<file path="src/rtl/rp_acq_seq_pkg.sv">
`default_nettype none
// ============================================================
// rp_acq_pkg : state encoding shared by the acquisition sequencer
// Rev 1.0
// ============================================================
package rp_acq_pkg;

  localparam int ACQ_SW = 3;

  typedef logic [ACQ_SW-1:0] acq_state_t;

  localparam acq_state_t ACQ_IDLE = 3'd0;
  localparam acq_state_t ACQ_PRE  = 3'd1;
  localparam acq_state_t ACQ_WAIT = 3'd2;
  localparam acq_state_t ACQ_POST = 3'd3;
  localparam acq_state_t ACQ_DONE = 3'd4;

  function automatic logic f_capturing(input acq_state_t st);
    return (st == ACQ_PRE) || (st == ACQ_WAIT) || (st == ACQ_POST);
  endfunction

endpackage
`default_nettype wire

</file>
<file path="src/rtl/rp_acq_seq_if.sv">
`default_nettype none
// ============================================================
// rp_acq_seq_if : control/status bundle of the acquisition sequencer
// Rev 1.0
// ============================================================
interface rp_acq_seq_if
  import rp_acq_pkg::*;
#(
  parameter int AW = 14,
  parameter int CW = 32
);
  logic              arm_i;
  logic              abort_i;
  logic [3:0]        trg_src_i;
  logic [CW-1:0]     pre_len_i;
  logic [CW-1:0]     dly_i;
  logic              adc_dv_i;
  logic              trig_i;
  logic [3:0]        set_trg_src_o;
  logic              set_trg_new_o;
  logic              trig_dis_clr_o;
  logic              adc_dly_do_o;
  logic              adc_rst_do_o;
  logic              buf_we_o;
  logic [AW-1:0]     buf_waddr_o;
  logic [AW-1:0]     trig_addr_o;
  logic [ACQ_SW-1:0] state_o;
  logic              done_o;

  modport master (
    input  arm_i, abort_i, trg_src_i, pre_len_i, dly_i, adc_dv_i, trig_i,
    output set_trg_src_o, set_trg_new_o, trig_dis_clr_o, adc_dly_do_o,
           adc_rst_do_o, buf_we_o, buf_waddr_o, trig_addr_o, state_o, done_o
  );

  modport slave (
    output arm_i, abort_i, trg_src_i, pre_len_i, dly_i, adc_dv_i, trig_i,
    input  set_trg_src_o, set_trg_new_o, trig_dis_clr_o, adc_dly_do_o,
           adc_rst_do_o, buf_we_o, buf_waddr_o, trig_addr_o, state_o, done_o
  );
endinterface
`default_nettype wire

</file>
<file path="src/rtl/rp_acq_seq_cnt.sv">
`default_nettype none
// ============================================================
// rp_acq_cnt : saturating sample counter with terminal compare
// Rev 1.0
// ============================================================
module rp_acq_cnt #(
  parameter int CW = 32
) (
  input  logic          clk,
  input  logic          rst_n,
  input  logic          i_clr,
  input  logic          i_inc,
  input  logic [CW-1:0] i_term,
  output logic          o_hit
);
  localparam logic [CW-1:0] c_MAX = '1;

  logic [CW-1:0] r_cnt;
  logic [CW-1:0] w_cnt_nxt;

  always_comb begin
    w_cnt_nxt = r_cnt;
    if (i_inc && (r_cnt != c_MAX)) w_cnt_nxt = r_cnt + CW'(1);
  end

  // Compare against the post-increment value so the terminal count is seen
  // on the same cycle as the strobe that reaches it.
  assign o_hit = (w_cnt_nxt >= i_term);

  always_ff @(posedge clk or negedge rst_n) begin
    if (!rst_n) r_cnt <= '0;
    else if (i_clr) r_cnt <= '0;
    else r_cnt <= w_cnt_nxt;
  end
endmodule
`default_nettype wire

</file>
<file path="src/rtl/rp_acq_seq.sv">
`default_nettype none
// ============================================================
// rp_acq_seq : per-channel ADC acquisition sequencer
// Rev 1.0
// ============================================================
module rp_acq_seq
  import rp_acq_pkg::*;
#(
  parameter int AW = 14,
  parameter int CW = 32
) (
  input logic          adc_clk_i,
  input logic          adc_rstn_i,
  rp_acq_seq_if.master bus
);
  // Buffer depth in CW+1 bits; saturates to all-ones when the depth cannot be exceeded.
  localparam logic [CW:0] c_DEPTH = (AW >= CW) ? {(CW+1){1'b1}} : ((CW+1)'(1) << AW);

  acq_state_t    r_state;
  acq_state_t    w_state_nxt;
  logic          w_arm_acc;
  logic          w_trig_acc;
  logic          w_pre_hit;
  logic          w_post_hit;
  logic          w_pre_inc;
  logic          w_post_inc;
  logic          w_cnt_clr;
  logic [CW-1:0] w_pre_term;
  logic [CW-1:0] r_pre_term;
  logic [CW-1:0] r_dly;
  logic [3:0]    r_set_trg_src;
  logic          r_set_trg_new;
  logic          r_trig_dis_clr;
  logic          r_dly_do;
  logic          r_rst_do;
  logic          r_buf_we;
  logic [AW-1:0] r_waddr;
  logic [AW-1:0] r_trig_addr;
  logic          r_done;

  always_comb begin
    w_pre_term = bus.pre_len_i;
    if ({1'b0, bus.pre_len_i} > c_DEPTH) w_pre_term = c_DEPTH[CW-1:0];
  end

  assign w_pre_inc  = bus.adc_dv_i && (r_state == ACQ_PRE);
  assign w_post_inc = bus.adc_dv_i && (r_state == ACQ_POST);
  assign w_cnt_clr  = w_arm_acc || bus.abort_i;

  rp_acq_cnt #(.CW(CW)) u_pre_cnt (
    .clk    (adc_clk_i),
    .rst_n  (adc_rstn_i),
    .i_clr  (w_cnt_clr),
    .i_inc  (w_pre_inc),
    .i_term (r_pre_term),
    .o_hit  (w_pre_hit)
  );

  rp_acq_cnt #(.CW(CW)) u_post_cnt (
    .clk    (adc_clk_i),
    .rst_n  (adc_rstn_i),
    .i_clr  (w_cnt_clr),
    .i_inc  (w_post_inc),
    .i_term (r_dly),
    .o_hit  (w_post_hit)
  );

  always_comb begin
    w_state_nxt = r_state;
    w_arm_acc   = 1'b0;
    w_trig_acc  = 1'b0;
    if (bus.abort_i) begin
      w_state_nxt = ACQ_IDLE;
    end else begin
      case (r_state)
        ACQ_IDLE, ACQ_DONE: if (bus.arm_i) begin
          w_state_nxt = ACQ_PRE;
          w_arm_acc   = 1'b1;
        end
        ACQ_PRE:  if (w_pre_hit) w_state_nxt = ACQ_WAIT;
        ACQ_WAIT: if (bus.trig_i) begin
          w_state_nxt = ACQ_POST;
          w_trig_acc  = 1'b1;
        end
        ACQ_POST: if (w_post_hit) w_state_nxt = ACQ_DONE;
        default:  w_state_nxt = ACQ_IDLE;
      endcase
    end
  end

  always_ff @(posedge adc_clk_i or negedge adc_rstn_i) begin
    if (!adc_rstn_i) begin
      r_state        <= ACQ_IDLE;
      r_pre_term     <= '0;
      r_dly          <= '0;
      r_set_trg_src  <= '0;
      r_set_trg_new  <= 1'b0;
      r_trig_dis_clr <= 1'b0;
      r_dly_do       <= 1'b0;
      r_rst_do       <= 1'b0;
      r_buf_we       <= 1'b0;
      r_waddr        <= '0;
      r_trig_addr    <= '0;
      r_done         <= 1'b0;
    end else begin
      r_state        <= w_state_nxt;
      r_trig_dis_clr <= w_arm_acc;
      r_rst_do       <= bus.abort_i;
      r_set_trg_new  <= (r_state == ACQ_PRE) && (w_state_nxt == ACQ_WAIT);
      r_dly_do       <= (r_state == ACQ_POST) && (w_state_nxt == ACQ_DONE);
      r_done         <= (w_state_nxt == ACQ_DONE);
      r_buf_we       <= bus.adc_dv_i && f_capturing(r_state);
      r_waddr        <= r_waddr + AW'(r_buf_we);
      if (w_arm_acc) begin
        r_pre_term <= w_pre_term;
        r_dly      <= bus.dly_i;
      end
      if ((r_state == ACQ_PRE) && (w_state_nxt == ACQ_WAIT)) r_set_trg_src <= bus.trg_src_i;
      if (w_trig_acc) r_trig_addr <= r_waddr;
    end
  end

  assign bus.set_trg_src_o  = r_set_trg_src;
  assign bus.set_trg_new_o  = r_set_trg_new;
  assign bus.trig_dis_clr_o = r_trig_dis_clr;
  assign bus.adc_dly_do_o   = r_dly_do;
  assign bus.adc_rst_do_o   = r_rst_do;
  assign bus.buf_we_o       = r_buf_we;
  assign bus.buf_waddr_o    = r_waddr;
  assign bus.trig_addr_o    = r_trig_addr;
  assign bus.state_o        = r_state;
  assign bus.done_o         = r_done;
endmodule
`default_nettype wire
</file>
<file path="src/flat_wrapper.sv">
// flat-port wrapper written by rule: the top's interface ports become plain ports
module rp_acq_seq_flat import rp_acq_pkg::*;
#(
  parameter int AW = 14,
  parameter int CW = 32
)
  (adc_clk_i, adc_rstn_i, bus_arm_i, bus_abort_i, bus_trg_src_i, bus_pre_len_i, bus_dly_i, bus_adc_dv_i, bus_trig_i, bus_set_trg_src_o, bus_set_trg_new_o, bus_trig_dis_clr_o, bus_adc_dly_do_o, bus_adc_rst_do_o, bus_buf_we_o, bus_buf_waddr_o, bus_trig_addr_o, bus_state_o, bus_done_o);
  rp_acq_seq_if #(.AW(AW), .CW(CW)) bus_i ();
  input logic adc_clk_i;
  input logic adc_rstn_i;
  input wire logic [$bits(bus_i.arm_i)-1:0] bus_arm_i;
  input wire logic [$bits(bus_i.abort_i)-1:0] bus_abort_i;
  input wire logic [$bits(bus_i.trg_src_i)-1:0] bus_trg_src_i;
  input wire logic [$bits(bus_i.pre_len_i)-1:0] bus_pre_len_i;
  input wire logic [$bits(bus_i.dly_i)-1:0] bus_dly_i;
  input wire logic [$bits(bus_i.adc_dv_i)-1:0] bus_adc_dv_i;
  input wire logic [$bits(bus_i.trig_i)-1:0] bus_trig_i;
  output wire logic [$bits(bus_i.set_trg_src_o)-1:0] bus_set_trg_src_o;
  output wire logic [$bits(bus_i.set_trg_new_o)-1:0] bus_set_trg_new_o;
  output wire logic [$bits(bus_i.trig_dis_clr_o)-1:0] bus_trig_dis_clr_o;
  output wire logic [$bits(bus_i.adc_dly_do_o)-1:0] bus_adc_dly_do_o;
  output wire logic [$bits(bus_i.adc_rst_do_o)-1:0] bus_adc_rst_do_o;
  output wire logic [$bits(bus_i.buf_we_o)-1:0] bus_buf_we_o;
  output wire logic [$bits(bus_i.buf_waddr_o)-1:0] bus_buf_waddr_o;
  output wire logic [$bits(bus_i.trig_addr_o)-1:0] bus_trig_addr_o;
  output wire logic [$bits(bus_i.state_o)-1:0] bus_state_o;
  output wire logic [$bits(bus_i.done_o)-1:0] bus_done_o;
  assign bus_i.arm_i = bus_arm_i;
  assign bus_i.abort_i = bus_abort_i;
  assign bus_i.trg_src_i = bus_trg_src_i;
  assign bus_i.pre_len_i = bus_pre_len_i;
  assign bus_i.dly_i = bus_dly_i;
  assign bus_i.adc_dv_i = bus_adc_dv_i;
  assign bus_i.trig_i = bus_trig_i;
  assign bus_set_trg_src_o = bus_i.set_trg_src_o;
  assign bus_set_trg_new_o = bus_i.set_trg_new_o;
  assign bus_trig_dis_clr_o = bus_i.trig_dis_clr_o;
  assign bus_adc_dly_do_o = bus_i.adc_dly_do_o;
  assign bus_adc_rst_do_o = bus_i.adc_rst_do_o;
  assign bus_buf_we_o = bus_i.buf_we_o;
  assign bus_buf_waddr_o = bus_i.buf_waddr_o;
  assign bus_trig_addr_o = bus_i.trig_addr_o;
  assign bus_state_o = bus_i.state_o;
  assign bus_done_o = bus_i.done_o;
  rp_acq_seq #(.AW(AW), .CW(CW)) u_core (.adc_clk_i(adc_clk_i), .adc_rstn_i(adc_rstn_i), .bus(bus_i));
endmodule
</file>
<file path="config.mk">
export PLATFORM = sky130hd
export DESIGN_NAME = rp_acq_seq_flat
export DESIGN_NICKNAME = d
export VERILOG_FILES = /design/src/rtl/rp_acq_seq_pkg.sv /design/src/rtl/rp_acq_seq_if.sv /design/src/rtl/rp_acq_seq_cnt.sv /design/src/rtl/rp_acq_seq.sv /design/src/flat_wrapper.sv
export SDC_FILE = /design/constraint.sdc
export NUM_CORES = 1
export LEC_CHECK = 0
export ABC_CLOCK_PERIOD_IN_PS = 4000
export CAP_MARGIN = 20
export CORE_AREA = 2 2 158 114
export CTS_CLUSTER_DIAMETER = 120
export DETAILED_ROUTE_END_ITERATION = 7
export DIE_AREA = 0 0 160 116
export DONT_BUFFER_PORTS = 1
export HOLD_SLACK_MARGIN = 0.02
export PLACE_DENSITY = 0.75
export REMOVE_ABC_BUFFERS = 1
export SLEW_MARGIN = 10
export SYNTH_ARGS = -nofsm -noshare
export SYNTH_HDL_FRONTEND = slang
export SYNTH_HIERARCHICAL = 1
export SYNTH_SLANG_ARGS = --single-unit
</file>
<file path="constraint.sdc">
create_clock -name adc_clk_i -period 4 [get_ports adc_clk_i]
set_clock_uncertainty 0.1 [all_clocks]
set_input_delay 0.4 -clock adc_clk_i [delete_from_list [all_inputs] [get_ports adc_clk_i]]
set_output_delay 0.4 -clock adc_clk_i [all_outputs]
set_load 0.01 [all_outputs]
</file>
==> results of run 1 <==
[cell usage after synthesis, types with 3 or more instances]
master / count
sky130_fd_sc_hd__nand3_1: 47
sky130_fd_sc_hd__buf_2: 7
sky130_fd_sc_hd__a2111oi_0: 6
sky130_fd_sc_hd__mux2_4: 10
sky130_fd_sc_hd__or3_1: 14
sky130_fd_sc_hd__a21o_1: 9
sky130_fd_sc_hd__nand4_2: 4
sky130_fd_sc_hd__or2_2: 6
sky130_fd_sc_hd__a211oi_1: 4
sky130_fd_sc_hd__clkbuf_1: 20
sky130_fd_sc_hd__and4_1: 10
sky130_fd_sc_hd__nor3b_1: 3
sky130_fd_sc_hd__nor4b_1: 4
sky130_fd_sc_hd__nor4_1: 22
sky130_fd_sc_hd__ha_1: 68
sky130_fd_sc_hd__nor2b_1: 48
sky130_fd_sc_hd__nor3_1: 14
sky130_fd_sc_hd__a22o_1: 14
sky130_fd_sc_hd__or4_1: 6
sky130_fd_sc_hd__o21ai_0: 17
sky130_fd_sc_hd__nand4_1: 26
sky130_fd_sc_hd__nor4_2: 3
sky130_fd_sc_hd__and3_1: 11
sky130_fd_sc_hd__a21oi_1: 43
sky130_fd_sc_hd__xor2_1: 40
sky130_fd_sc_hd__o31ai_1: 4
sky130_fd_sc_hd__mux2_2: 29
sky130_fd_sc_hd__and2_1: 17
sky130_fd_sc_hd__xnor2_1: 16
sky130_fd_sc_hd__nand2_1: 143
sky130_fd_sc_hd__dfrtp_1: 169
sky130_fd_sc_hd__mux2_1: 4
sky130_fd_sc_hd__nor2_1: 54
sky130_fd_sc_hd__inv_1: 74
[area by class of cell]
type	instances	area, sq um
Clock buffer	19	453
Timing Repair Buffer	258	2160
Inverter	75	282
Fill cell	1064	3720
Sequential cell	169	4230
Multi-Input combinational cell	730	5610
Tap cell	231	289
Clock inverter	13	179
[sequential cells by signal, summed over array words and instances (netlist names)]
register,flops
u_core/bus.adc_dly_do_o,1
u_core/bus.adc_rst_do_o,1
u_core/bus.buf_waddr_o,14
u_core/bus.buf_we_o,1
u_core/bus.done_o,1
u_core/bus.set_trg_new_o,1
u_core/bus.set_trg_src_o,4
u_core/bus.state_o,3
u_core/bus.trig_addr_o,14
u_core/bus.trig_dis_clr_o,1
u_core/r_dly,32
u_core/r_pre_term,32
u_core/u_post_cnt/r_cnt,32
u_core/u_pre_cnt/r_cnt,32
[layer usage]
metal | up-vias | wire, um
met5 | - | 0
met4 | 0 | 514
met3 | 49 | 1670
met2 | 306 | 13300
met1 | 4176 | 12300
li1 | 3998 | -
[power by group]
group          switching (mW)  internal (mW)  total [mW]
combinational           0.241          0.215       0.456
clock                   0.749           1.04        1.79
sequential              0.122           1.83        1.95
[through the flow]
| stage | area, sq um | power, mW |
|---|---|---|
| 2_1_floorplan | 9570 | 2.18 |
| 3_3_place_gp | 11200 | 2.29 |
| 3_5_place_dp | 11200 | 2.32 |
| 4_1_cts | 12800 | 4.16 |
| 5_1_grt | 13200 | 4.36 |
| 6_report | 13200 | 4.19 |
[repair_timing]
item,CTS,global route
buffers inserted,11,12
pin swaps,16,26
hold buffers,50,1
setup endpoints to repair,10,10
endpoints found under the hold margin,225,173
resized for setup,68,47
[cell usage in the layout, fill, tap and decap left out, types with 37 or more instances in the layout]
cell,n
sky130_fd_sc_hd__nor2_1,50
sky130_fd_sc_hd__nor2b_1,45
sky130_fd_sc_hd__nand3_1,44
sky130_fd_sc_hd__a21oi_1,37
sky130_fd_sc_hd__dlygate4sd3_1,51
sky130_fd_sc_hd__xor2_1,37
sky130_fd_sc_hd__dfrtp_1,169
sky130_fd_sc_hd__inv_1,74
sky130_fd_sc_hd__nand2_1,140
sky130_fd_sc_hd__ha_1,63
sky130_fd_sc_hd__buf_4,190
[critical path, delay by kind of cell, from the launching register on]
family,cells,cell delay [ns]
adder cells (fa/ha/maj),1,0.24
flip-flops,1,0.42
buffers and inverters,3,0.53
AO/OA/AOI/OAI,4,0.96
AND/OR/NAND/NOR,8,1.70
multiplexers,1,0.31
[cells by family (layout without fill, tap and decap cells)]
logic type | Yosys count | after routing | share of synthesized area
fa+ha+maj | 68 | 68 | 0.0874
flops | 169 | 169 | 0.434
xor+xnor | 56 | 56 | 0.0504
buf+inv | 107 | 365 | 0.0461
simple gates | 448 | 448 | 0.244
mux | 44 | 44 | 0.0546
compound gates | 114 | 114 | 0.0829
[worst paths after layout]
kind,startpoint,slack [ns],endpoint
worst max-delay path,u_core/bus.state_o[2],-0.37,u_core/bus.set_trg_src_o[3]
worst min-delay path,adc_rstn_i,-0.45,u_core/bus.adc_rst_do_o
worst max register to register,u_core/bus.state_o[2],-0.37,u_core/bus.set_trg_src_o[3]
worst min register to register,u_core/r_dly[28],0.38,u_core/r_dly[28]
max in group asynchronous,adc_rstn_i,4.02,u_core/u_pre_cnt/r_cnt[17]
min in group adc_clk_i,bus_trg_src_i[0],0.04,u_core/bus.set_trg_src_o[0]
==> impl_results.html, run 1 <==
<table>
<tr><th>Metric</th><th>Value</th></tr>
<tr><th colspan="2">Flow run</th></tr>
<tr><td>Max capacitance violation total</td><td>0</td></tr>
<tr><th colspan="2">STA</th></tr>
<tr><td>Final-report setup violation count</td><td>10</td></tr>
<tr><td>Unrepaired setup endpoints after global routing</td><td>true</td></tr>
<tr><td>Worst-case setup margin in the final layout</td><td>-0.366 ns</td></tr>
<tr><td>Measured slew at the worst slew-check pin</td><td>between 0.5 and 0.6 ns</td></tr>
<tr><td>Final Hold Violating Endpoints</td><td>approximately 170</td></tr>
<tr><td>Sum Neg Setup Slack</td><td>-2.82 ns</td></tr>
<tr><td>Max Clock Freq</td><td>around 230 MHz</td></tr>
<tr><td>Final cycle utilization of the critical path</td><td>1.09</td></tr>
<tr><td>Final critical delay including setup and external delays</td><td>4.37 ns</td></tr>
<tr><td>Final Hold Slack</td><td>-0.448 ns</td></tr>
<tr><td>Worst max-slew margin expressed relative to the limit</td><td>0.602</td></tr>
<tr><td>Number of slew-limit violations in the final report</td><td>0</td></tr>
<tr><th colspan="2">Clocking</th></tr>
<tr><td>Insertion delay to the later sink of the worst-skew pair</td><td>roughly 0.44 ns</td></tr>
<tr><td>Clock tree from TritonCTS</td><td>done</td></tr>
<tr><td>CTS root buf</td><td>sky130_fd_sc_hd__clkbuf_16</td></tr>
<tr><td>Cts bufs inserted</td><td>17</td></tr>
<tr><td>Worst-path clk slew</td><td>about 0.07 ns</td></tr>
<tr><td>Maximum level of the CTS H-tree</td><td>4</td></tr>
<tr><td>Maximum number of buffers from clock root to sink</td><td>2</td></tr>
<tr><td>Number of clock sinks</td><td>about 170</td></tr>
<tr><th colspan="2">Global route</th></tr>
<tr><td>Met1 layer usage reported by global route</td><td>0.408</td></tr>
<tr><td>Largest net degree at the start of global routing</td><td>170</td></tr>
<tr><td>Vias in the first global route</td><td>between 8000 and 9000</td></tr>
<tr><td>Remaining global-route overflow</td><td>0</td></tr>
<tr><td>Most Crowded Layer GR</td><td>met2</td></tr>
<tr><td>Number of antenna violations at the first check in global routing</td><td>0</td></tr>
<tr><td>Global-route met3 utilization</td><td>0.0555</td></tr>
<tr><td>Met2 Use GR</td><td>0.495</td></tr>
<tr><td>First-pass GRT wire length</td><td>around 43000 um</td></tr>
<tr><td>GRT Resource Usage Total</td><td>0.297</td></tr>
<tr><th colspan="2">Floorplan</th></tr>
<tr><td>Number of cell rows</td><td>40</td></tr>
<tr><td>Vertical extent of the die</td><td>~120 um</td></tr>
<tr><td>Effective utilization at floorplan</td><td>0.575</td></tr>
<tr><td>I/O pin count</td><td>115</td></tr>
<tr><td>Die W</td><td>around 160 um</td></tr>
<tr><td>Full die area</td><td>0.0186 sq mm</td></tr>
<tr><td>CORE AREA</td><td>0.0169 sq mm</td></tr>
<tr><th colspan="2">Place</th></tr>
<tr><td>Instance count after placement with tap cells included</td><td>approximately 1400</td></tr>
<tr><td>Total of buffers placed on input and output ports</td><td>0</td></tr>
<tr><td>Final RePlAce weighted congestion</td><td>a little over 0.9</td></tr>
<tr><td>Half-perimeter wire length after detailed placement</td><td>around 18000 um</td></tr>
<tr><td>Place WS</td><td>-0.729 ns</td></tr>
<tr><th colspan="2">Synthesis</th></tr>
<tr><td>Post-synthesis sequential area ratio</td><td>0.434</td></tr>
<tr><td>Synth area leader</td><td>sky130_fd_sc_hd__dfrtp_1</td></tr>
<tr><td>Number of flops mapped to enable cells by yosys</td><td>0</td></tr>
<tr><td>Number of warnings issued by yosys</td><td>6</td></tr>
<tr><td>Main flop type after synthesis</td><td>sky130_fd_sc_hd__dfrtp_1</td></tr>
<tr><td>Register bit total from synthesis</td><td>roughly 170</td></tr>
<tr><td>Instance count of the mapped netlist</td><td>1006</td></tr>
<tr><td>Unique cell type count in the Yosys netlist</td><td>60</td></tr>
<tr><td>Ranking of synthesized cells by area</td><td>sky130_fd_sc_hd__dfrtp_1, sky130_fd_sc_hd__ha_1, sky130_fd_sc_hd__nand2_1, sky130_fd_sc_hd__xor2_1, sky130_fd_sc_hd__mux2_2</td></tr>
<tr><td>Post-synthesis area per instance</td><td>9.68 sq um</td></tr>
<tr><td>Proportion of synthesized flip-flops having asynchronous set or reset</td><td>1.00</td></tr>
<tr><td>Post-synth top area share</td><td>0.434</td></tr>
<tr><td>Cell area after technology mapping</td><td>0.00973 sq mm</td></tr>
<tr><th colspan="2">Detailed routing</th></tr>
<tr><td>Routed wire length per instance</td><td>18.6 um</td></tr>
<tr><td>Detailed-route via count</td><td>8529</td></tr>
<tr><td>Number of design-rule violations left by the first detailed-router iteration</td><td>slightly below 700</td></tr>
<tr><td>Vias per inst</td><td>approximately 5.7</td></tr>
<tr><td>Residual antenna-violating net count after detailed routing</td><td>0</td></tr>
<tr><td>DRT Wirelength</td><td>around 28000 um</td></tr>
<tr><td>Remaining design rule violation count</td><td>0</td></tr>
<tr><td>Detailed-routing iteration count for the pre-antenna-repair pass</td><td>5</td></tr>
<tr><th colspan="2">Setup path</th></tr>
<tr><td>Worst Setup Path Type</td><td>register to register</td></tr>
<tr><td>Worst path cell trace</td><td>nor4bb_4, buf_6, nand4_1, nor4_2, buf_4, o311ai_4, buf_12, or3_1, nand2_1, ha_1, and4_1, a221o_1, a2111oi_4, o21ai_2, nor2b_4, nor3b_4, mux2_4</td></tr>
<tr><td>Startpoint types</td><td>register</td></tr>
<tr><td>Cells on worst reg2reg path</td><td>17</td></tr>
<tr><td>Sort of element at the end of the critical path</td><td>register</td></tr>
<tr><td>Critical-path top delay cell</td><td>sky130_fd_sc_hd__dfrtp_1</td></tr>
<tr><td>Worst EP arrival</td><td>4.59 ns</td></tr>
<tr><td>Maximum fanout count along the critical path</td><td>8</td></tr>
<tr><td>Critical path required time</td><td>roughly 4.2 ns</td></tr>
<tr><td>CP max stage delay</td><td>between 0.4 and 0.5 ns</td></tr>
<tr><th colspan="2">Finish</th></tr>
<tr><td>Fraction of layout cells with a size suffix above 1</td><td>0.291</td></tr>
<tr><td>Antenna diodes</td><td>0</td></tr>
<tr><td>Area growth from synthesis to final layout</td><td>35.6%</td></tr>
<tr><td>Post-route insts no fill</td><td>1495</td></tr>
<tr><td>Number of nets in the layout</td><td>around 1400</td></tr>
<tr><td>Post-Route Utilization</td><td>0.780</td></tr>
<tr><th colspan="2">Run status</th></tr>
<tr><td>Violations in the final reports</td><td>negative hold slack, negative setup slack</td></tr>
<tr><td>Result of the run</td><td>finished with violations</td></tr>
<tr><th colspan="2">Pwr</th></tr>
<tr><td>Pwr Density</td><td>around 320 mW/mm^2</td></tr>
<tr><td>Peak supply drop</td><td>roughly 0.24 mV</td></tr>
<tr><td>Total leakage power</td><td>6.59 nW</td></tr>
<tr><th colspan="2">Hold path</th></tr>
<tr><td>Min-Delay Path Class</td><td>input pin to async pin</td></tr>
</table>
Note: power is estimated with default switching activity, not from simulation.
==> run 2: changes to the inputs <==
--- a/config.mk
+++ b/config.mk
@@ -7,13 +7,15 @@
 export LEC_CHECK = 0
 export ABC_CLOCK_PERIOD_IN_PS = 4000
 export CAP_MARGIN = 20
-export CORE_AREA = 2 2 158 114
+export CELL_PAD_IN_SITES_DETAIL_PLACEMENT = 0
+export CELL_PAD_IN_SITES_GLOBAL_PLACEMENT = 1
+export CORE_AREA = 2 2 179 129
 export CTS_CLUSTER_DIAMETER = 120
 export DETAILED_ROUTE_END_ITERATION = 7
-export DIE_AREA = 0 0 160 116
+export DIE_AREA = 0 0 181 131
 export DONT_BUFFER_PORTS = 1
 export HOLD_SLACK_MARGIN = 0.02
-export PLACE_DENSITY = 0.75
+export PLACE_DENSITY = 0.74
 export REMOVE_ABC_BUFFERS = 1
 export SLEW_MARGIN = 10
 export SYNTH_ARGS = -nofsm -noshare
==> constraint.sdc (replaced) <==
create_clock -name adc_clk_i -period 4 [get_ports adc_clk_i]
set_clock_uncertainty 0.1 [all_clocks]
set_input_delay 0.2 -clock adc_clk_i [delete_from_list [all_inputs] [get_ports adc_clk_i]]
set_output_delay 0.2 -clock adc_clk_i [all_outputs]
set_load 0.01 [all_outputs]
==> run 2 against run 1 <==
  * Critical path type unchanged
  * Sequential power barely moved
  * Final cell count rose by 5.6%
  * Register-to-register slack improved by 0.09 ns
  * Cell area rose by 1.1%
  * Critical path depth did not move
  * The run still ends with negative hold slack, negative setup slack left
  * Clock power fell by 11%
  * Global-route usage fell by 7.7 points
  * Highest routed layer unchanged
  * Power fell by 5.6%
  * Via count fell by 4.4%
  * Die area rose by 28%
  * Maximum frequency rose by 2.2%
==> impl_results.html, run 2 (synthesis results as in run 1) <==
<table>
<tr><th>Metric</th><th>Value</th></tr>
<tr><th colspan="2">Setup path</th></tr>
<tr><td>Maximum fanout count along the critical path</td><td>5</td></tr>
<tr><td>Internal reg-to-reg setup slack</td><td>-0.27 ns</td></tr>
<tr><td>Worst EP arrival</td><td>4.49 ns</td></tr>
<tr><td>Cells on worst reg2reg path</td><td>17</td></tr>
<tr><td>Family with the most delay on the worst path</td><td>simple AND/OR/NAND/NOR gates</td></tr>
<tr><td>CP max stage delay</td><td>0.47 ns</td></tr>
<tr><td>Worst path cell trace</td><td>nor4bb_1, buf_4, buf_6, nand4_1, or4_4, nor4_4, xor2_1, ha_1, a21oi_1, nand2_1, a221o_1, a2111oi_4, o21ai_2, nor2b_4, nor3b_4, buf_12, mux2_4</td></tr>
<tr><td>Critical path required time</td><td>4.22 ns</td></tr>
<tr><td>Worst Setup Path Type</td><td>register to register</td></tr>
<tr><td>Crit path buf inv count</td><td>3</td></tr>
<tr><td>Startpoint types</td><td>register</td></tr>
<tr><td>Sort of element at the end of the critical path</td><td>register</td></tr>
<tr><td>Startpoint of the worst register-to-register path</td><td>u_core/bus.state_o[2]</td></tr>
<tr><td>Critical-path top delay cell</td><td>sky130_fd_sc_hd__or4_4</td></tr>
<tr><td>Terminus of the critical flop-to-flop path</td><td>u_core/bus.set_trg_src_o[3]</td></tr>
<tr><th colspan="2">Pwr</th></tr>
<tr><td>Peak supply drop</td><td>roughly 0.27 mV</td></tr>
<tr><td>Design Power</td><td>3.96 mW</td></tr>
<tr><td>Pwr Density</td><td>297 mW/mm^2</td></tr>
<tr><td>Total leakage power</td><td>about 6.7 nW</td></tr>
<tr><th colspan="2">STA</th></tr>
<tr><td>Worst-case setup margin in the final layout</td><td>-0.273 ns</td></tr>
<tr><td>Unrepaired setup endpoints after global routing</td><td>true</td></tr>
<tr><td>Final cycle utilization of the critical path</td><td>1.07</td></tr>
<tr><td>Final Hold Slack</td><td>-0.635 ns</td></tr>
<tr><td>Max Clock Freq</td><td>between 200 and 250 MHz</td></tr>
<tr><td>Final-report setup violation count</td><td>5</td></tr>
<tr><td>Measured slew at the worst slew-check pin</td><td>0.547 ns</td></tr>
<tr><td>Final Hold Violating Endpoints</td><td>approximately 180</td></tr>
<tr><td>Final critical delay including setup and external delays</td><td>around 4.3 ns</td></tr>
<tr><td>Number of slew-limit violations in the final report</td><td>0</td></tr>
<tr><td>Worst max-slew margin expressed relative to the limit</td><td>0.635</td></tr>
<tr><th colspan="2">Clocking</th></tr>
<tr><td>Maximum number of buffers from clock root to sink</td><td>2</td></tr>
<tr><td>Clock tree from TritonCTS</td><td>done</td></tr>
<tr><td>CTS root buf</td><td>sky130_fd_sc_hd__clkbuf_16</td></tr>
<tr><td>Number of clock sinks</td><td>169</td></tr>
<tr><td>Insertion delay to the later sink of the worst-skew pair</td><td>~0.44 ns</td></tr>
<tr><td>Worst-path clk slew</td><td>~0.070 ns</td></tr>
<tr><td>Cts bufs inserted</td><td>17</td></tr>
<tr><td>Maximum level of the CTS H-tree</td><td>4</td></tr>
<tr><th colspan="2">Global route</th></tr>
<tr><td>First-pass GRT wire length</td><td>41300 um</td></tr>
<tr><td>GRT Resource Usage Total</td><td>0.220</td></tr>
<tr><td>Number of antenna violations at the first check in global routing</td><td>0</td></tr>
<tr><td>Remaining global-route overflow</td><td>0</td></tr>
<tr><td>Vias in the first global route</td><td>8002</td></tr>
<tr><td>Largest net degree at the start of global routing</td><td>170</td></tr>
<tr><th colspan="2">Finish</th></tr>
<tr><td>Top library cells by usage in the layout, fill and taps aside</td><td>sky130_fd_sc_hd__buf_4, sky130_fd_sc_hd__dfrtp_1, sky130_fd_sc_hd__nand2_1</td></tr>
<tr><td>Fillers</td><td>between 1500 and 2000</td></tr>
<tr><td>Area growth from synthesis to final layout</td><td>37.0%</td></tr>
<tr><td>Fraction of layout cells with a size suffix above 1</td><td>0.294</td></tr>
<tr><td>Most common cell after layout, fill and taps aside</td><td>sky130_fd_sc_hd__buf_4</td></tr>
<tr><td>Area of all sequential standard cells</td><td>between 0.004 and 0.005 sq mm</td></tr>
<tr><td>Number of nets in the layout</td><td>between 1000 and 1500</td></tr>
<tr><td>Footprint of the multi-input gates</td><td>approximately 0.0056 sq mm</td></tr>
<tr><td>Antenna diodes</td><td>0</td></tr>
<tr><th colspan="2">Floorplan</th></tr>
<tr><td>I/O pin count</td><td>approximately 120</td></tr>
<tr><td>Number of cell rows</td><td>46</td></tr>
<tr><td>CORE AREA</td><td>about 0.022 sq mm</td></tr>
<tr><td>Effective utilization at floorplan</td><td>0.440</td></tr>
<tr><td>Die W</td><td>about 180 um</td></tr>
<tr><td>Full die area</td><td>0.0237 sq mm</td></tr>
<tr><td>Vertical extent of the die</td><td>131 um</td></tr>
<tr><th colspan="2">Detailed routing</th></tr>
<tr><td>Met3 wire length</td><td>~1300 um</td></tr>
<tr><td>Residual antenna-violating net count after detailed routing</td><td>0</td></tr>
<tr><td>Vias per inst</td><td>between 5 and 6</td></tr>
<tr><td>Routed wire length per instance</td><td>approximately 16 um</td></tr>
<tr><td>DRT Wirelength</td><td>between 20000 and 30000 um</td></tr>
<tr><td>Met2 routed WL</td><td>roughly 11000 um</td></tr>
<tr><td>Wl on met1</td><td>around 13000 um</td></tr>
<tr><td>Detailed-routing iteration count for the pre-antenna-repair pass</td><td>6</td></tr>
<tr><td>Remaining design rule violation count</td><td>0</td></tr>
<tr><td>Highest layer used for signal routing</td><td>met4</td></tr>
<tr><td>Detailed-route via count</td><td>just over 8000</td></tr>
<tr><td>Number of design-rule violations left by the first detailed-router iteration</td><td>around 560</td></tr>
<tr><th colspan="2">Flow run</th></tr>
<tr><td>Max capacitance violation total</td><td>0</td></tr>
<tr><th colspan="2">Run status</th></tr>
<tr><td>Violations in the final reports</td><td>negative hold slack, negative setup slack</td></tr>
<tr><td>Result of the run</td><td>finished with violations</td></tr>
<tr><th colspan="2">Place</th></tr>
<tr><td>Total of buffers placed on input and output ports</td><td>0</td></tr>
<tr><td>Half-perimeter wire length after detailed placement</td><td>~18000 um</td></tr>
<tr><td>Final RePlAce weighted congestion</td><td>0.864</td></tr>
<tr><td>Place WS</td><td>-0.618 ns</td></tr>
<tr><th colspan="2">Hold path</th></tr>
<tr><td>Min-Delay Path Class</td><td>input pin to async pin</td></tr>
</table>
==> run 2: worst max path at each step <==
stage	from	to	slack, ns	depth (start not counted)
finish	u_core/bus.state_o[2]	u_core/bus.set_trg_src_o[3]	-0.27	17
CTS	u_core/bus.state_o[2]	u_core/bus.set_trg_src_o[2]	-0.24	15
floorplan	u_core/bus.state_o[1]	u_core/bus.set_trg_src_o[0]	-0.74	15
detailed placement	u_core/bus.state_o[1]	u_core/bus.set_trg_src_o[2]	-0.62	18
global route	u_core/bus.state_o[1]	u_core/bus.set_trg_src_o[3]	-0.42	18
global placement	u_core/bus.state_o[1]	u_core/bus.set_trg_src_o[0]	-0.53	18
==> run 2: metal layers <==
| metal | up-vias | GRT usage |
|---|---|---|
| li1 | 4056 | - |
| met1 | 3895 | 0.327 |
| met2 | 191 | 0.328 |
| met3 | 15 | 0.0493 |
| met4 | 0 | 0.0454 |
| met5 | - | 0 |
==> run 2: repair_timing <==
| action | in CTS | in global routing |
|---|---|---|
| resized for setup | 66 | 36 |
| endpoints found under the hold margin | 228 | 180 |
| pin swaps | 27 | 31 |
| hold buffers | 55 | 1 |
| setup buffers | 17 | 15 |
| endpoints found under the setup margin | 10 | 10 |
==> run 2: area by class of cell <==
type / count / area share
clock buffer: 19 / 0.0340
clock inverter: 13 / 0.00779
inverter: 75 / 0.0211
multi-input combinational: 730 / 0.418
sequential: 169 / 0.317
tap: 288 / 0.0270
timing repair buffer: 285 / 0.176
==> run 2: where the power goes <==
| part | internal (mW) | switching [mW] | total (mW) |
|---|---|---|---|
| registers | 1.83 | 0.122 | 1.95 |
| clock network | 0.843 | 0.746 | 1.59 |
| logic | 0.204 | 0.217 | 0.421 |
==> run 2: stage by stage <==
step | instance area (sq um) | hold slack (ns) | util | setup TNS, ns | std cells
final | 13300 | -0.635 | 0.603 | -1.31 | 1579
after global routing | 13300 | -0.661 | 0.603 | -2.71 | 1579
after CTS | 13000 | -0.658 | 0.588 | -1.14 | 1562
after detailed placement | 11400 | -0.186 | 0.517 | -4.26 | 1459
after global placement | 11400 | -0.186 | 0.517 | -3.57 | 1459
after floorplan | 9570 | -0.196 | - | -4.24 | 974
==> run 3: changes to the inputs <==
--- a/config.mk
+++ b/config.mk
@@ -5,17 +5,18 @@
 export SDC_FILE = /design/constraint.sdc
 export NUM_CORES = 1
 export LEC_CHECK = 0
+export ABC_AREA = 1
 export ABC_CLOCK_PERIOD_IN_PS = 4000
 export CAP_MARGIN = 20
 export CELL_PAD_IN_SITES_DETAIL_PLACEMENT = 0
 export CELL_PAD_IN_SITES_GLOBAL_PLACEMENT = 1
-export CORE_AREA = 2 2 179 129
+export CORE_AREA = 2 2 198 142
 export CTS_CLUSTER_DIAMETER = 120
 export DETAILED_ROUTE_END_ITERATION = 7
-export DIE_AREA = 0 0 181 131
+export DIE_AREA = 0 0 200 144
 export DONT_BUFFER_PORTS = 1
 export HOLD_SLACK_MARGIN = 0.02
-export PLACE_DENSITY = 0.74
+export PLACE_DENSITY = 0.75
 export REMOVE_ABC_BUFFERS = 1
 export SLEW_MARGIN = 10
 export SYNTH_ARGS = -nofsm -noshare
==> run 3 against run 2 <==
  * The run ends with negative hold slack left
  * Global-route usage down 0.19 points
  * Register-to-register slack better by 0.63 ns
  * Utilization down 14 points
  * First-iteration DRC count up 28%
  * Critical path type unchanged
  * Largest cell class unchanged
  * Largest power group unchanged
==> impl_results.html, run 3 <==
<table>
<tr><th>Metric</th><th>Value</th></tr>
<tr><th colspan="2">Global route</th></tr>
<tr><td>Remaining global-route overflow</td><td>0</td></tr>
<tr><td>Vias in the first global route</td><td>between 9000 and 10000</td></tr>
<tr><td>Largest net degree at the start of global routing</td><td>170</td></tr>
<tr><td>Number of antenna violations at the first check in global routing</td><td>0</td></tr>
<tr><td>First-pass GRT wire length</td><td>slightly below 50000 um</td></tr>
<tr><td>GRT Resource Usage Total</td><td>0.218</td></tr>
<tr><th colspan="2">Place</th></tr>
<tr><td>Final RePlAce weighted congestion</td><td>0.898</td></tr>
<tr><td>Half-perimeter wire length after detailed placement</td><td>21700 um</td></tr>
<tr><td>Total of buffers placed on input and output ports</td><td>0</td></tr>
<tr><td>Instance count after placement with tap cells included</td><td>around 2000</td></tr>
<tr><th colspan="2">Pwr</th></tr>
<tr><td>Share of total power consumed by net switching</td><td>0.397</td></tr>
<tr><td>Pwr Density</td><td>about 500 mW/mm^2</td></tr>
<tr><td>Combinational fraction of design power</td><td>0.337</td></tr>
<tr><td>Net switching power figure</td><td>about 2.5 mW</td></tr>
<tr><td>Proportion of power drawn by flip-flops and latches</td><td>0.377</td></tr>
<tr><td>Cell Int Power</td><td>roughly 3.8 mW</td></tr>
<tr><td>Proportion of power drawn by the clock network</td><td>0.286</td></tr>
<tr><td>Design Power</td><td>between 6 and 7 mW</td></tr>
<tr><td>Total leakage power</td><td>between 6 and 7 nW</td></tr>
<tr><td>Peak supply drop</td><td>0.432 mV</td></tr>
<tr><th colspan="2">STA</th></tr>
<tr><td>Final Hold Slack</td><td>-0.649 ns</td></tr>
<tr><td>Sum Neg Setup Slack</td><td>0 ns</td></tr>
<tr><td>Unrepaired setup endpoints after global routing</td><td>false</td></tr>
<tr><td>Final-report setup violation count</td><td>0</td></tr>
<tr><td>Max Clock Freq</td><td>roughly 270 MHz</td></tr>
<tr><td>Measured slew at the worst slew-check pin</td><td>between 0.6 and 0.7 ns</td></tr>
<tr><td>Worst max-slew margin expressed relative to the limit</td><td>0.580</td></tr>
<tr><td>Final Hold Violating Endpoints</td><td>around 170</td></tr>
<tr><td>Number of slew-limit violations in the final report</td><td>0</td></tr>
<tr><td>Final critical delay including setup and external delays</td><td>between 3 and 4 ns</td></tr>
<tr><td>Final cycle utilization of the critical path</td><td>0.912</td></tr>
<tr><th colspan="2">Detailed routing</th></tr>
<tr><td>Detailed-routing iteration count for the pre-antenna-repair pass</td><td>6</td></tr>
<tr><td>Routed wire length per instance</td><td>~14 um</td></tr>
<tr><td>Residual antenna-violating net count after detailed routing</td><td>0</td></tr>
<tr><td>Detailed-route via count</td><td>9806</td></tr>
<tr><td>Vias per inst</td><td>4.67</td></tr>
<tr><td>DRT Wirelength</td><td>between 20000 and 30000 um</td></tr>
<tr><td>Remaining design rule violation count</td><td>0</td></tr>
<tr><td>Number of design-rule violations left by the first detailed-router iteration</td><td>around 700</td></tr>
<tr><th colspan="2">Run status</th></tr>
<tr><td>Result of the run</td><td>finished with violations</td></tr>
<tr><td>Violations in the final reports</td><td>negative hold slack</td></tr>
<tr><th colspan="2">Finish</th></tr>
<tr><td>Area growth from synthesis to final layout</td><td>13.5%</td></tr>
<tr><td>Fraction of layout cells with a size suffix above 1</td><td>0.0630</td></tr>
<tr><td>Number of nets in the layout</td><td>roughly 1900</td></tr>
<tr><td>Top library cells by usage in the layout, fill and taps aside</td><td>sky130_fd_sc_hd__nand2_1, sky130_fd_sc_hd__inv_1, sky130_fd_sc_hd__nor2_1</td></tr>
<tr><td>Most common cell after layout, fill and taps aside</td><td>sky130_fd_sc_hd__nand2_1</td></tr>
<tr><td>Post-route insts no fill</td><td>2102</td></tr>
<tr><td>Antenna diodes</td><td>0</td></tr>
<tr><th colspan="2">Synthesis</th></tr>
<tr><td>Main flop type after synthesis</td><td>sky130_fd_sc_hd__dfrtp_1</td></tr>
<tr><td>Post-synth top area share</td><td>0.380</td></tr>
<tr><td>Unique cell type count in the Yosys netlist</td><td>31</td></tr>
<tr><td>Register bit total from synthesis</td><td>~170</td></tr>
<tr><td>Synth area leader</td><td>sky130_fd_sc_hd__dfrtp_1</td></tr>
<tr><td>Ranking of synthesized cells by area</td><td>sky130_fd_sc_hd__dfrtp_1, sky130_fd_sc_hd__nand2_1, sky130_fd_sc_hd__inv_1, sky130_fd_sc_hd__nor2_1, sky130_fd_sc_hd__ha_1</td></tr>
<tr><td>Post-synthesis area per instance</td><td>~6.7 sq um</td></tr>
<tr><td>Cell area after technology mapping</td><td>~0.011 sq mm</td></tr>
<tr><td>Top-count cell post-synth</td><td>sky130_fd_sc_hd__nand2_1</td></tr>
<tr><td>Number of flops mapped to enable cells by yosys</td><td>0</td></tr>
<tr><td>Number of warnings issued by yosys</td><td>6</td></tr>
<tr><td>Post-synthesis sequential area ratio</td><td>0.380</td></tr>
<tr><td>Most numerous cell types in the synthesized netlist</td><td>sky130_fd_sc_hd__nand2_1, sky130_fd_sc_hd__inv_1, sky130_fd_sc_hd__nor2_1</td></tr>
<tr><td>Proportion of synthesized flip-flops having asynchronous set or reset</td><td>1.00</td></tr>
<tr><td>Instance count of the mapped netlist</td><td>approximately 1700</td></tr>
<tr><th colspan="2">Setup path</th></tr>
<tr><td>Critical-path top delay cell</td><td>sky130_fd_sc_hd__dfrtp_2</td></tr>
<tr><td>Startpoint of the worst register-to-register path</td><td>u_core/u_pre_cnt/r_cnt[0]</td></tr>
<tr><td>Worst Setup Path Type</td><td>register to register</td></tr>
<tr><td>Critical path required time</td><td>4.29 ns</td></tr>
<tr><td>Worst EP arrival</td><td>between 3 and 4 ns</td></tr>
<tr><td>Startpoint types</td><td>register</td></tr>
<tr><td>Crit path buf inv count</td><td>3</td></tr>
<tr><td>Cells on worst reg2reg path</td><td>22</td></tr>
<tr><td>Family with the most delay on the worst path</td><td>simple AND/OR/NAND/NOR gates</td></tr>
<tr><td>Maximum fanout count along the critical path</td><td>11</td></tr>
<tr><td>Terminus of the critical flop-to-flop path</td><td>u_core/bus.set_trg_src_o[0]</td></tr>
<tr><td>Sort of element at the end of the critical path</td><td>register</td></tr>
<tr><td>Worst path cell trace</td><td>ha_2, nand2_2, nor2_2, nand2_2, nor2_4, nand2_2, nand2_4, buf_4, nand2_1, nand2_1, inv_1, ha_1, nand2_1, o21ai_0, nand2_1, nand2_1, a21oi_1, nand2_1, nand3_1, inv_2, nand2_1, nand2_1</td></tr>
<tr><td>Internal reg-to-reg setup slack</td><td>~0.35 ns</td></tr>
<tr><td>CP max stage delay</td><td>between 0.4 and 0.5 ns</td></tr>
<tr><td>CP dominant cell by count</td><td>sky130_fd_sc_hd__nand2_1</td></tr>
<tr><th colspan="2">Floorplan</th></tr>
<tr><td>I/O pin count</td><td>between 100 and 150</td></tr>
<tr><td>Vertical extent of the die</td><td>144 um</td></tr>
<tr><td>Number of cell rows</td><td>just over 50</td></tr>
<tr><td>Effective utilization at floorplan</td><td>0.411</td></tr>
<tr><td>Full die area</td><td>approximately 0.029 sq mm</td></tr>
<tr><td>Die W</td><td>approximately 200 um</td></tr>
<tr><td>CORE AREA</td><td>0.0271 sq mm</td></tr>
<tr><th colspan="2">Clocking</th></tr>
<tr><td>CTS root buf</td><td>sky130_fd_sc_hd__clkbuf_16</td></tr>
<tr><td>Worst-path clk slew</td><td>roughly 0.070 ns</td></tr>
<tr><td>Insertion delay to the later sink of the worst-skew pair</td><td>0.45 ns</td></tr>
<tr><td>Number of clock sinks</td><td>roughly 170</td></tr>
<tr><td>Clock tree from TritonCTS</td><td>done</td></tr>
<tr><td>Cts bufs inserted</td><td>17</td></tr>
<tr><td>Maximum level of the CTS H-tree</td><td>4</td></tr>
<tr><td>Count of hold-fix buffers inserted at cts</td><td>57</td></tr>
<tr><td>Maximum number of buffers from clock root to sink</td><td>2</td></tr>
<tr><th colspan="2">Hold path</th></tr>
<tr><td>Min-Delay Path Class</td><td>input pin to async pin</td></tr>
<tr><th colspan="2">Flow run</th></tr>
<tr><td>Max capacitance violation total</td><td>0</td></tr>
</table>
-- run 3: logic make-up (layout without fill, tap and decap cells) --
group                      Yosys count  after routing  synth area share
AOI/OAI and AO/OA                   75             75            0.0419
xor gates and xnor gates            24             24            0.0189
adders and majority gates           68             68            0.0764
buffers and inverters              313            382             0.119
DFF                                169            169             0.380
and+or+nand+nor                   1013           1013             0.364
-- run 3: power by group through the flow --
stage / clock network (mW) / registers, mW / logic (mW)
finish: 1.80 / 2.38 / 2.13
global route: 1.92 / 2.43 / 2.51
CTS: 1.86 / 2.38 / 2.14
detailed placement: 0 / 2.41 / 2.09
global placement: 0 / 2.41 / 2.04
floorplan: 0 / 2.33 / 1.56
-- run 3: area by class of cell --
cell class | count | area, sq um
Clock buffer | 17 | 425
Tap cell | 371 | 464
Timing Repair Buffer | 70 | 672
Multi-Input combinational cell | 1180 | 5590
Clock inverter | 15 | 216
Fill cell | 2763 | 14500
Inverter | 280 | 1050
Sequential cell | 169 | 4230
-- run 3: worst max-delay path by stage --
stage	startpoint	to	slack, ns	cells past startpoint
finish	u_core/u_pre_cnt/r_cnt[0]	u_core/bus.set_trg_src_o[0]	0.35	22
global route	u_core/u_pre_cnt/r_cnt[0]	u_core/bus.set_trg_src_o[0]	0.02	24
CTS	u_core/u_post_cnt/r_cnt[0]	u_core/bus.adc_dly_do_o	0.17	22
detailed placement	u_core/u_post_cnt/r_cnt[0]	u_core/bus.adc_dly_do_o	0.16	22
global placement	u_core/u_pre_cnt/r_cnt[0]	u_core/bus.set_trg_src_o[1]	0.31	24
floorplan	u_core/u_pre_cnt/r_cnt[0]	u_core/bus.set_trg_src_o[0]	0.80	22
-- run 3: per-stage QoR --
step | worst slack (ns) | hold slack (ns) | utilization | cell area, sq um
6_report | 0.354 | -0.649 | 0.466 | 12600
5_1_grt | 0.0227 | -0.678 | 0.466 | 12600
4_1_cts | 0.171 | -0.679 | 0.466 | 12600
3_5_place_dp | 0.157 | -0.183 | 0.421 | 11400
3_3_place_gp | 0.308 | -0.185 | 0.421 | 11400
2_1_floorplan | 0.799 | -0.196 | - | 10900
-- run 3: timing repair --
item / in CTS / in global routing
hold endpoints to repair: 230 / 169
setup endpoints to repair: 0 / 10
resized for setup: 0 / 8
setup buffers: 0 / 0
-- run 3: metal layers --
metal	share of wire	vias up	GRT usage	wire length [um]
li1	-	5116	-	-
met1	0.55	4448	0.339	16100
met2	0.39	228	0.302	11400
met3	0.059	14	0.0511	1740
met4	0.0054	0	0.0452	159
met5	0	-	0	0
-- run 3: worst reg2reg max path, stage by stage (launching register included) --
cell	delay, ns
sky130_fd_sc_hd__dfrtp_2	0.43
sky130_fd_sc_hd__ha_2	0.27
sky130_fd_sc_hd__nand2_2	0.08
sky130_fd_sc_hd__nor2_2	0.17
sky130_fd_sc_hd__nand2_2	0.13
sky130_fd_sc_hd__nor2_4	0.17
sky130_fd_sc_hd__nand2_2	0.10
sky130_fd_sc_hd__nand2_4	0.09
sky130_fd_sc_hd__buf_4	0.20
sky130_fd_sc_hd__nand2_1	0.07
sky130_fd_sc_hd__nand2_1	0.08
sky130_fd_sc_hd__inv_1	0.04
sky130_fd_sc_hd__ha_1	0.28
sky130_fd_sc_hd__nand2_1	0.07
sky130_fd_sc_hd__o21ai_0	0.43
sky130_fd_sc_hd__nand2_1	0.12
sky130_fd_sc_hd__nand2_1	0.12
sky130_fd_sc_hd__a21oi_1	0.05
sky130_fd_sc_hd__nand2_1	0.12
sky130_fd_sc_hd__nand3_1	0.21
sky130_fd_sc_hd__inv_2	0.15
sky130_fd_sc_hd__nand2_1	0.07
sky130_fd_sc_hd__nand2_1	0.05
